$ cat config.mk
export PLATFORM = sky130hd
export DESIGN_NAME = usb_speed_signaller
export DESIGN_NICKNAME = d
export VERILOG_FILES = /design/src/rtl/usb_speed_signaller.sv
export SDC_FILE = /design/constraint.sdc
export NUM_CORES = 1
export LEC_CHECK = 0
export CORE_AREA = 2 2 130 157
export DETAILED_ROUTE_END_ITERATION = 6
export DIE_AREA = 0 0 132 159
export GPL_ROUTABILITY_DRIVEN = 1
export SYNTH_ARGS = -nofsm -noshare
export SYNTH_HDL_FRONTEND = slang
export SYNTH_SLANG_ARGS = --single-unit
$ cat constraint.sdc
create_clock -name fe_clk -period 3.6 [get_ports fe_clk]
set_clock_uncertainty 0.05 [all_clocks]
set_input_delay 0.54 -clock fe_clk [delete_from_list [all_inputs] [get_ports fe_clk]]
set_output_delay 0.54 -clock fe_clk [all_outputs]
set_load 0.005 [all_outputs]
$ cat src/rtl/usb_speed_signaller.sv
// Device-side USB attach-sequence generator: drives SE0/J/SE0/J linestate patterns for LS, FS or HS.
// Optional abort input is enabled with the USB_SIGGEN_ABORT_EN macro.

`ifndef USB_SPEED_AUTO
`define USB_SPEED_AUTO 2'd0
`endif
`ifndef USB_SPEED_LS
`define USB_SPEED_LS 2'd1
`endif
`ifndef USB_SPEED_FS
`define USB_SPEED_FS 2'd2
`endif
`ifndef USB_SPEED_HS
`define USB_SPEED_HS 2'd3
`endif

module usb_speed_signaller #(
   parameter int pCOUNTER_WIDTH = 24,
   parameter int pWAIT_0_START  = 8,
   parameter int pMARGIN        = 2,
   parameter int pREHIGH        = 4
) (
   input  logic                      fe_clk,
   input  logic                      reset_i,
   input  logic                      I_start,
   input  logic [1:0]                I_speed,
   input  logic [pCOUNTER_WIDTH-1:0] I_wait1,
   input  logic [pCOUNTER_WIDTH-1:0] I_wait2,
`ifdef USB_SIGGEN_ABORT_EN
   input  logic                      I_abort,
`endif
   output logic [1:0]                O_linestate,
   output logic                      O_busy,
   output logic                      O_done,
   output logic                      O_error
);

   typedef logic [pCOUNTER_WIDTH:0] cnt_t;
   typedef enum logic [2:0] {IDLE, START, HIGH, LOW, REHIGH} state_t;

   localparam cnt_t ONE       = {{pCOUNTER_WIDTH{1'b0}}, 1'b1};
   localparam cnt_t TWO       = {{(pCOUNTER_WIDTH-1){1'b0}}, 2'b10};
   localparam cnt_t MARGIN_X  = cnt_t'(pMARGIN);
   localparam cnt_t START_M1  = cnt_t'((pWAIT_0_START > 0) ? pWAIT_0_START - 1 : 0);
   localparam cnt_t REHIGH_M1 = cnt_t'((pREHIGH > 0) ? pREHIGH - 1 : 0);

   state_t                    state_r;
   cnt_t                      cnt_r;
   logic [1:0]                speed_r;
   logic [pCOUNTER_WIDTH-1:0] wait1_r;
   logic [pCOUNTER_WIDTH-1:0] wait2_r;
   logic [1:0]                ls_r;
   logic                      busy_r;
   logic                      done_r;
   logic                      error_r;

   logic                      abort_s;
   logic                      speed_ok_s;
   logic [1:0]                j_s;
   cnt_t                      w1x_s;
   cnt_t                      n1_m1_s;
   cnt_t                      hs_sum_s;
   cnt_t                      n2_fs_m1_s;
   cnt_t                      n2_hs_m1_s;
   cnt_t                      n2_m1_s;

   // Phase lengths (minus one, counters run down to zero) and J encoding from the latched request
   always_comb begin
      w1x_s      = {1'b0, wait1_r};
      n1_m1_s    = '0;
      hs_sum_s   = '0;
      n2_fs_m1_s = '0;
      n2_hs_m1_s = '0;
      n2_m1_s    = '0;
      speed_ok_s = 1'b0;
      j_s        = 2'b01;
      abort_s    = 1'b0;
`ifdef USB_SIGGEN_ABORT_EN
      abort_s = I_abort;
`else
      abort_s = 1'b0;
`endif
      if (wait1_r == '0) begin
         w1x_s = ONE;
      end else begin
         w1x_s = {1'b0, wait1_r};
      end
      n1_m1_s = w1x_s + MARGIN_X - ONE;
      // FS low phase sits one cycle under the threshold, never shorter than a single cycle
      if ({1'b0, wait2_r} <= TWO) begin
         n2_fs_m1_s = '0;
      end else begin
         n2_fs_m1_s = {1'b0, wait2_r} - TWO;
      end
      hs_sum_s = {1'b0, wait2_r} + MARGIN_X;
      if (hs_sum_s == '0) begin
         n2_hs_m1_s = '0;
      end else begin
         n2_hs_m1_s = hs_sum_s - ONE;
      end
      if (speed_r == `USB_SPEED_HS) begin
         n2_m1_s = n2_hs_m1_s;
      end else begin
         n2_m1_s = n2_fs_m1_s;
      end
      if (speed_r == `USB_SPEED_LS) begin
         j_s = 2'b10;
      end else begin
         j_s = 2'b01;
      end
      case (I_speed)
         `USB_SPEED_LS, `USB_SPEED_FS, `USB_SPEED_HS: speed_ok_s = 1'b1;
         default:                                     speed_ok_s = 1'b0;
      endcase
   end

   // Sequencer FSM with registered linestate, busy and status pulses
   always_ff @(posedge fe_clk) begin
      if (reset_i) begin
         state_r <= IDLE;
         cnt_r   <= '0;
         speed_r <= 2'b00;
         wait1_r <= '0;
         wait2_r <= '0;
         ls_r    <= 2'b00;
         busy_r  <= 1'b0;
         done_r  <= 1'b0;
         error_r <= 1'b0;
      end else begin
         done_r  <= 1'b0;
         error_r <= 1'b0;
         if (abort_s && (state_r != IDLE)) begin
            state_r <= IDLE;
            cnt_r   <= '0;
            ls_r    <= 2'b00;
            busy_r  <= 1'b0;
         end else begin
            case (state_r)
               IDLE: begin
                  ls_r   <= 2'b00;
                  busy_r <= 1'b0;
                  if (I_start) begin
                     if (speed_ok_s) begin
                        speed_r <= I_speed;
                        wait1_r <= I_wait1;
                        wait2_r <= I_wait2;
                        cnt_r   <= START_M1;
                        busy_r  <= 1'b1;
                        state_r <= START;
                     end else begin
                        error_r <= 1'b1;
                     end
                  end
               end
               START: begin
                  if (cnt_r == '0) begin
                     state_r <= HIGH;
                     ls_r    <= j_s;
                     cnt_r   <= n1_m1_s;
                  end else begin
                     cnt_r <= cnt_r - ONE;
                  end
               end
               HIGH: begin
                  if (cnt_r == '0) begin
                     ls_r <= 2'b00;
                     if (speed_r == `USB_SPEED_LS) begin
                        state_r <= IDLE;
                        busy_r  <= 1'b0;
                        done_r  <= 1'b1;
                     end else begin
                        state_r <= LOW;
                        cnt_r   <= n2_m1_s;
                     end
                  end else begin
                     cnt_r <= cnt_r - ONE;
                  end
               end
               LOW: begin
                  if (cnt_r == '0) begin
                     state_r <= REHIGH;
                     ls_r    <= j_s;
                     cnt_r   <= REHIGH_M1;
                  end else begin
                     cnt_r <= cnt_r - ONE;
                  end
               end
               REHIGH: begin
                  if (cnt_r == '0) begin
                     state_r <= IDLE;
                     ls_r    <= 2'b00;
                     busy_r  <= 1'b0;
                     done_r  <= 1'b1;
                  end else begin
                     cnt_r <= cnt_r - ONE;
                  end
               end
               default: begin
                  state_r <= IDLE;
                  cnt_r   <= '0;
                  ls_r    <= 2'b00;
                  busy_r  <= 1'b0;
               end
            endcase
         end
      end
   end

   assign O_linestate = ls_r;
   assign O_busy      = busy_r;
   assign O_done      = done_r;
   assign O_error     = error_r;

endmodule

==> results.json <==
{
  "grt_use_met3_pct": 2.96,
  "ctsHoldBuffers": 0,
  "synth_fp_nets": 1026,
  "vias_per_cell": 5.67,
  "p_per_area_nw_per_um2": 891,
  "synth_top_family_by_area": "simple AND/OR/NAND/NOR gates",
  "use_met2_pct": 37.8,
  "port_buffers": 57,
  "synthMuxAreaShare_pct": 0.748,
  "antenna_cells": 0,
  "clock_latency_ns": 0.36,
  "drcViolationCount": 0,
  "dp_hpwl_mm": 18.7,
  "setup_tns_ns": 0,
  "ys_ff_latch": 83,
  "cts_setup_buffers": 0,
  "critPathLaunchType": "flop",
  "synthCells": 967,
  "rows": 56,
  "routabilityCongestion": 0.945,
  "synthSimpleGateAreaFrac_pct": 34.1,
  "cts_resized": 0,
  "nets": 1090,
  "fp.dieArea_um2": 21000,
  "grt_pass1_vias": 7025,
  "p_leak_nw": 2.88,
  "yosys.area.top_type": "dfxtp_1",
  "synth-edff-count": 0,
  "fmax_mhz": 303,
  "cap_viol_max_count": 0,
  "ios": 58,
  "wl_mm": 23.8,
  "drive_gt1_share_pct": 11.2,
  "drv_slew": 0,
  "fin_crit_ns": 3.30,
  "yosys.area.top_type_share_pct": 24.8,
  "arrival_ns": 3.51,
  "initial_core_util_pct": 34.5,
  "grt.met1_usage_pct": 29.2,
  "worstPathRequired_ns": 3.81,
  "htree_levels": 3,
  "route.antenna.remaining_nets": 0,
  "switching_share_pct": 52.4,
  "grt_max_degree": 52,
  "grt_usage_pct": 22.6,
  "clkSinkCount": 83,
  "synth_common_cells": "182 x nand2_1, 98 x a21oi_1, 83 x dfxtp_1, 59 x nor2_1, 53 x clkbuf_1",
  "die_y_um": 159,
  "root_buffer": "clkbuf_16",
  "yosysMostFrequentCell": "nand2_1",
  "avgSynthCellArea_um2": 6.92,
  "cts.clk_slew.worst_paths_ns": 0.07,
  "hold_viol_final": 0,
  "syn2layout_area_growth_pct": 20.6,
  "rsz0062_at_grt": "no",
  "vdd_drop_max_v": 0.000596,
  "die_x_um": 132,
  "clkPwrFrac_pct": 12.9,
  "setup_viol": 0,
  "p_comb_share_pct": 67.0,
  "fin_crit_sh_pct": 91.7,
  "numCtsBuffers": 9,
  "yosysSeqAreaShare_pct": 24.8,
  "wire_per_inst_um": 18.3,
  "busiest_layer": "met2",
  "grt_overflow": 0,
  "outcome": "complete, no violations",
  "synth_xor_area_share_pct": 10.7,
  "switchingPower_w": 0.00377,
  "synth_compound_area_share_pct": 23.5,
  "drt_first_pass_iters": 5,
  "slew_headroom_pct": 58.2,
  "tightestPinTransition_ns": 0.622,
  "coreArea_um2": 19400,
  "holdCritPathClass": "flop to flop",
  "cts_max_path_buffers": 2,
  "syn-cell-area_um2": 6690,
  "power_w": 0.00719,
  "critical_path.cell_chain": "ha_1 > buf_4 > and3_1 > o2111ai_1 > a211oi_1 > and3_1 > and4_1 > nor3_4 > a211oi_1 > a211oi_1 > a21o_1",
  "grt_antenna_before_repair": 0,
  "cp_slowest_stage_delay_ns": 0.50,
  "worst_path_most_repeated_cell": "a211oi_1",
  "drt_iter0_markers": 598,
  "synthFlopType": "dfxtp_1",
  "p_int_w": 0.00342,
  "post-route-util_pct": 41.6,
  "cts_tree": "done",
  "path_max_fanout": 11,
  "crit_path_end_kind": "flop",
  "critPathKind": "flop to flop",
  "yosysWarningCount": 0,
  "p_seq_share_pct": 20.1,
  "vias": 7360,
  "cp_slowest_cell": "dfxtp_1",
  "synth_cell_types": 69,
  "grt_pass1_wl_mm": 38.0,
  "synthArstFlopShare_pct": 0,
  "synth.top_cells.by_area": "dfxtp_1 25%, nand2_1 10%, a21oi_1 7.3%",
  "synthAdderAreaFrac_pct": 1.12
}
## stage by stage
stage / hold WS, ns / area [µm²] / std cells / worst slack [ns]
2_1_floorplan: 0.367 / 6690 / 967 / 0.693
3_3_place_gp: 0.415 / 7780 / 1281 / 0.326
3_5_place_dp: 0.410 / 7780 / 1281 / 0.324
4_1_cts: 0.426 / 8070 / 1297 / 0.306
5_1_grt: 0.450 / 8070 / 1297 / 0.0108
6_report: 0.440 / 8070 / 1297 / 0.299
## path summary, 6_finish.rpt
path / from / endpoint / slack, ns / cells after the start
setup / recovery: wait2_r[2] / cnt_r[10] / 0.30 / 11
hold reg to reg: speed_r[0] / speed_r[0] / 0.44 / 2
setup reg to reg: wait2_r[2] / cnt_r[10] / 0.30 / 11
hold / removal: speed_r[0] / speed_r[0] / 0.44 / 2
## cell type report
class / instances / area (µm²)
Tap cell: 261 / 327
Sequential cell: 83 / 1660
Fill cell: 2078 / 11300
Inverter: 20 / 75.1
Timing Repair Buffer: 117 / 1020
Clock buffer: 10 / 229
Multi-Input combinational cell: 800 / 4700
Clock inverter: 6 / 55.1
## state kept, by name (all words and copies together), names as in the netlist
register	count
cnt_r	25
O_busy	1
O_linestate	2
wait2_r	24
wait1_r	24
O_error	1
speed_r	2
O_done	1
state_r	3
## power by group through the flow
stage / registers [W] / clock network (W) / logic, W
after floorplan: 0.00132 / 0 / 0.00321
after global placement: 0.00145 / 0 / 0.00469
after detailed placement: 0.00146 / 0 / 0.00470
after CTS: 0.00144 / 0.000949 / 0.00472
after global routing: 0.00148 / 0.000981 / 0.00521
final: 0.00145 / 0.000924 / 0.00482
## worst max-delay path: cells and delay by family (launching register included)
kind | cells | cell delay, ns
buffers and inverters | 1 | 0.20
AND/OR/NAND/NOR | 4 | 0.83
adder cells (fa/ha/maj) | 1 | 0.29
AO/OA/AOI/OAI | 5 | 1.31
flip-flops | 1 | 0.50
## kinds of logic (layout without fill, tap and decap cells)
kind of cell / Yosys count / in the layout
mux: 5 / 5
simple gates: 452 / 452
flops: 83 / 83
buf+inv: 84 / 153
xor+xnor: 81 / 81
compound gates: 256 / 256
fa+ha+maj: 6 / 6
## placed cells by master (no fill, tap or decap), drive strengths merged, types with 4 or more instances in the layout
master and count:
inv 24, and3 8, mux2i 5, xnor2 52
a22oi 8, o21ai 61, and4 6, nand2 184
o22ai 7, a21oi 99, and2 5, nand2b 4
buf 61, clkbuf 10, nor4 27, nand4 15
or4 11, o211ai 4, o31a 4, a221oi 6
nor3 46, or2 11, a211oi 12, nor2 59
a31oi 13, clkdlybuf4s50 56, xor2 29, a21o 8
ha 6, dfxtp 83, nand3 43, or3 21
## layer usage
layer	vias up	share of wire [%]
met1	3434	44
met4	0	3.8
met2	260	47
met5	-	0
met3	54	5.2
li1	3612	-
Power figures use the tool's default switching activity.
